## src/rtl/alu_stream_unit.sv

```systemverilog
// alu_stream_unit: 8-op ALU behind a valid/ready input and a DEPTH-entry result FIFO (in: in_valid/A/B/F, out: out_valid/R/zero/carry/overflow, count)
module alu_stream_unit #(
  parameter int WIDTH = 32,
  parameter int DEPTH = 4
) (
  input  logic                     clk,
  input  logic                     rst,
  input  logic                     in_valid,
  output logic                     in_ready,
  input  logic [WIDTH-1:0]         A,
  input  logic [WIDTH-1:0]         B,
  input  logic [2:0]               F,
  output logic                     out_valid,
  input  logic                     out_ready,
  output logic [WIDTH-1:0]         R,
  output logic                     zero,
  output logic                     carry,
  output logic                     overflow,
  output logic [$clog2(DEPTH):0]   count
);
  localparam int AW = $clog2(DEPTH);
  logic [WIDTH:0]       w_add, w_sub;
  logic [WIDTH-1:0]     w_res;
  logic                 w_c, w_v, w_add_v, w_sub_v, w_push, w_pop;
  logic [WIDTH-1:0]     r_res [DEPTH];
  logic [DEPTH-1:0]     r_c, r_v;
  logic [AW-1:0]        r_wr, r_rd;
  logic [AW:0]          r_cnt;
  assign w_add   = {1'b0, A} + {1'b0, B};
  assign w_sub   = {1'b0, A} + {1'b0, ~B} + (WIDTH+1)'(1);
  assign w_add_v = (A[WIDTH-1] == B[WIDTH-1]) && (w_add[WIDTH-1] != A[WIDTH-1]);
  assign w_sub_v = (A[WIDTH-1] != B[WIDTH-1]) && (w_sub[WIDTH-1] != A[WIDTH-1]);
  always_comb begin
    w_res = '0;
    w_c   = 1'b0;
    w_v   = 1'b0;
    case (F)
      3'b000: w_res = A & B;
      3'b001: w_res = A | B;
      3'b010: begin
        w_res = w_add[WIDTH-1:0];
        w_c   = w_add[WIDTH];
        w_v   = w_add_v;
      end
      3'b011: w_res = A ^ B;
      3'b100: w_res = A & ~B;
      3'b101: w_res = A | ~B;
      3'b110: begin
        w_res = w_sub[WIDTH-1:0];
        w_c   = w_sub[WIDTH];
        w_v   = w_sub_v;
      end
      3'b111: begin
        w_res = WIDTH'(w_sub[WIDTH-1] ^ w_sub_v);
        w_c   = w_sub[WIDTH];
      end
    endcase
  end
  assign in_ready  = r_cnt != (AW+1)'(DEPTH);
  assign out_valid = r_cnt != '0;
  assign w_push    = in_valid && in_ready;
  assign w_pop     = out_valid && out_ready;
  assign R         = out_valid ? r_res[r_rd] : '0;
  assign zero      = out_valid && (r_res[r_rd] == '0);
  assign carry     = out_valid && r_c[r_rd];
  assign overflow  = out_valid && r_v[r_rd];
  assign count     = r_cnt;
  always_ff @(posedge clk) begin
    if (!rst && w_push) begin
      r_res[r_wr] <= w_res;
      r_c[r_wr]   <= w_c;
      r_v[r_wr]   <= w_v;
    end
  end
  always_ff @(posedge clk) begin
    if (rst) begin
      r_wr  <= '0;
      r_rd  <= '0;
      r_cnt <= '0;
    end else begin
      if (w_push) r_wr <= r_wr + 1'b1;
      if (w_pop) r_rd <= r_rd + 1'b1;
      r_cnt <= (w_push && !w_pop) ? r_cnt + 1'b1 : (!w_push && w_pop) ? r_cnt - 1'b1 : r_cnt;
    end
  end
endmodule
```

## config.mk

```make
export PLATFORM = sky130hd
export DESIGN_NAME = alu_stream_unit
export DESIGN_NICKNAME = d
export VERILOG_FILES = /design/src/rtl/alu_stream_unit.sv
export SDC_FILE = /design/constraint.sdc
export NUM_CORES = 1
export LEC_CHECK = 0
export ABC_AREA = 1
export ABC_CLOCK_PERIOD_IN_PS = 2800
export BUFFER_PORTS_ARGS = -buffer_cell sky130_fd_sc_hd__clkbuf_2
export CORE_UTILIZATION = 30
export CTS_BUF_LIST = sky130_fd_sc_hd__clkbuf_8
export DETAILED_ROUTE_END_ITERATION = 7
export PLACE_DENSITY_LB_ADDON = 0.15
export REMOVE_ABC_BUFFERS = 1
export SYNTH_ARGS = -nofsm -noshare
export SYNTH_HDL_FRONTEND = slang
export SYNTH_SLANG_ARGS = --single-unit
```

## constraint.sdc

```tcl
create_clock -name clk -period 2.8 [get_ports clk]
set_clock_uncertainty 0.15 [all_clocks]
set_input_delay 0.42 -clock clk [delete_from_list [all_inputs] [get_ports clk]]
set_output_delay 0.42 -clock clk [all_outputs]
set_load 0.02 [all_outputs]
```

==> impl_metrics.env <==
export IMPL_cp_max_fo=7
export IMPL_crit_path_cell_trace="clkinv_8 -> buf_16 -> buf_4 -> o21ai_0 -> o22a_1 -> nand4_1 -> nor2_1 -> nand2_1 -> nor2_2 -> buf_6"
export IMPL_ios=111
export IMPL_ant_nets=0
export IMPL_synth_async_reset_ratio=0
export IMPL_rsz0062_at_grt="yes"
export IMPL_ys_seq_elements=145
export IMPL_initial_core_util=0.305
export IMPL_num_nets_final=2308
export IMPL_synth_enable_flop_cells=136
export IMPL_synth_area_leader_cell="edfxtp_1"
export IMPL_slew_viol_final=0
export IMPL_antenna_found_initial=0
export IMPL_critPathTopFamily="buffers and inverters"
export IMPL_core_area_um2=41000
export IMPL_cp_data_arrival_time_ps=2150
export IMPL_crit_required_ps=2230
export IMPL_wire_per_inst_um=17.3
export IMPL_end_kind="output port"
export IMPL_finalCritPeriodShare=0.973
export IMPL_grtUsageTotal=0.219
export IMPL_slew_headroom=0.654
export IMPL_setup_viol=0
export IMPL_cts_tree="yes"
export IMPL_reg2regPathDepth=11
export IMPL_row_count=74
export IMPL_die_w_um=206
export IMPL_tightest_slew_ps=519
export IMPL_violations="design-rule violations"
export IMPL_numCtsBuffers=17
export IMPL_vias=12845
export IMPL_place_hpwl_mm=36.6
export IMPL_grt_pass1_wl_mm=69.6
export IMPL_fmax_ghz=0.367
export IMPL_netlist_top_cells_area="edfxtp_1 (33%), nand2_1 (16%), inv_1 (8.6%)"
export IMPL_drv_cap=0
export IMPL_cts_buffer_depth=2
export IMPL_final_hold_violation_count=0
export IMPL_worstSkewPairLatency_ps=440
export IMPL_p_leak_nw=8.09
export IMPL_power_density_nw_per_um2=545
export IMPL_portBuffers=110
export IMPL_crit_type="reg2out"
export IMPL_route_detailed_drc=40
export IMPL_layout_common_cells="nand2_1 (522), inv_1 (291), buf_4 (281)"
export IMPL_critPathLaunchType="flip-flop"
export IMPL_grt_max_degree=35
export IMPL_rrSetupSlack_ps=570
export IMPL_grt_pass1_vias=12145
export IMPL_die_area_um2=42500
export IMPL_gr_total_overflow=0
export IMPL_drive_gt1_frac=0.244
export IMPL_cts_max_level=4
export IMPL_synth_distinct_cells=46
export IMPL_critPathMaxStageDelay_ps=460
export IMPL_synth_top_flop_cell="edfxtp_1"
export IMPL_worstHoldStart="rst"
export IMPL_critPathSlowestCell="dfxtp_4"
export IMPL_fin_crit_ps=2720
export IMPL_cts_root_buf="clkbuf_8"
export IMPL_placed_area_um2=15500
export IMPL_holdPathStages=2
export IMPL_first_pass_iters=7
export IMPL_path_clk_slew_ps=80
export IMPL_gp_congestion=0.923
export IMPL_final_cell_area_um2=16600
export IMPL_final_common_cell="nand2_1"
export IMPL_hp_class="in2reg"
export IMPL_regToRegEndpoint="count[2]"
export IMPL_wirelength_mm=46.9
export IMPL_syn_avg_cell_area_um2=6.93
export IMPL_synth_top_area_frac=0.326
export IMPL_initialDrtViolationCount=903
export IMPL_dieHeight_um=206
export IMPL_path_buf_inv=4
export IMPL_status="finished, violations left"
export IMPL_synth_area_um2=12500
export IMPL_cts_sinks=145
export IMPL_syn_to_final_growth_pct=32.5
export IMPL_ys_seq_area_frac=0.341
export IMPL_nFillCells=4335
export IMPL_synthCells=1804
export IMPL_ir_drop_v=0.000398
export IMPL_yosys_warnings=0
export IMPL_hold_end="r_wr[0]"
export IMPL_vias_per_cell=4.74
export IMPL_final_util=0.404
export IMPL_r2r_start="count[0]"
[area by class of cell]
| class | instances | area, µm² | share of cell area |
|---|---|---|---|
| diodes | 2 | 5.00 | 0.000302 |
| clock buffers | 18 | 248 | 0.0150 |
| clock inverters | 14 | 173 | 0.0104 |
| inverters | 293 | 1110 | 0.0671 |
| multi-input cells | 1294 | 7040 | 0.425 |
| flip-flops and latches | 145 | 4270 | 0.258 |
| well taps | 532 | 666 | 0.0402 |
| repair buffers | 410 | 3030 | 0.183 |
| repair inverters | 3 | 26.3 | 0.00159 |
[layer usage]
metal	vias to the layer above	track usage	wire, µm
met4	0	0.0680	1090
met2	322	0.358	21700
met5	-	0	0
li1	6560	-	-
met3	59	0.0172	1990
met1	5904	0.305	22200
[where the power goes]
group / leakage [nW] / total (W) / internal (W) / switching, W
combinational: 6.54 / 0.00462 / 0.00178 / 0.00284
clock: 0.228 / 0.00172 / 0.000978 / 0.000742
sequential: 1.32 / 0.00269 / 0.00260 / 0.0000959
[Yosys cell counts (all sizes together), types with 16 or more instances]
| library cell | n |
|---|---|
| a21oi | 85 |
| a32o | 16 |
| buf | 55 |
| clkbuf | 17 |
| edfxtp | 136 |
| ha | 69 |
| inv | 293 |
| nand2 | 536 |
| nand3 | 113 |
| nand4 | 51 |
| nor2 | 193 |
| o21a | 20 |
| o21ai | 100 |
| xor2 | 29 |
[metrics by stage]
step / power, W / instances / setup slack (ps) / hold slack [ps] / setup TNS (ps)
6_report: 0.00903 / 2711 / 75.2 / 143 / 0
5_1_grt: 0.00962 / 2709 / -77.7 / 107 / -77.7
4_1_cts: 0.00869 / 2681 / 6.16 / 103 / 0
3_5_place_dp: 0.00685 / 2645 / -569 / 360 / -17010
3_3_place_gp: 0.00683 / 2645 / -495 / 357 / -15310
2_1_floorplan: 0.00505 / 1732 / -714 / 323 / -86020
[sequential cells by signal, summed over array words and instances, names as in the netlist, named ones only]
| register | flops |
|---|---|
| r_v | 4 |
| r_res | 128 |
| r_wr | 2 |
| r_rd | 2 |
| count | 3 |
| r_c | 4 |
[timing repair]
action,4_1_cts,5_1_grt
gates cloned,1,8
setup endpoints to repair,5,17
hold buffers,0,0
pin swaps,4,32
buffers inserted,3,21
resized for setup,17,70
[worst reg2reg max path, cell delays in order (launching register included)]
cell and delay [ps]:
dfxtp_1 450, inv_1 110, nand3_1 110, nand2_1 140
inv_1 110, ha_1 140, inv_1 60, fa_1 380
a21oi_1 140, o21ai_0 120, a21oi_1 140, o21a_1 130
[kinds of logic (layout without fill, tap and decap cells)]
| kind of cell | after synthesis | after routing | synth area share |
|---|---|---|---|
| adders and majority gates | 73 | 73 | 0.0754 |
| buffers and inverters | 365 | 738 | 0.122 |
| DFF | 145 | 145 | 0.341 |
| other | 0 | 2 | 0 |
| and+or+nand+nor | 922 | 922 | 0.311 |
| xor gates and xnor gates | 34 | 34 | 0.0238 |
| AOI/OAI and AO/OA | 265 | 265 | 0.127 |
[worst max path at each step]
stage	from	slack [ps]	endpoint	depth (start not counted)
2_1_floorplan	flip-flop	-710	zero	9
3_3_place_gp	B[4]	-500	r_v[2]	17
3_5_place_dp	B[4]	-570	r_v[3]	17
4_1_cts	flip-flop	6	zero	10
5_1_grt	flip-flop	-80	zero	10
6_report	flip-flop	80	zero	10
No activity file was read; power rests on OpenSTA's default activity.
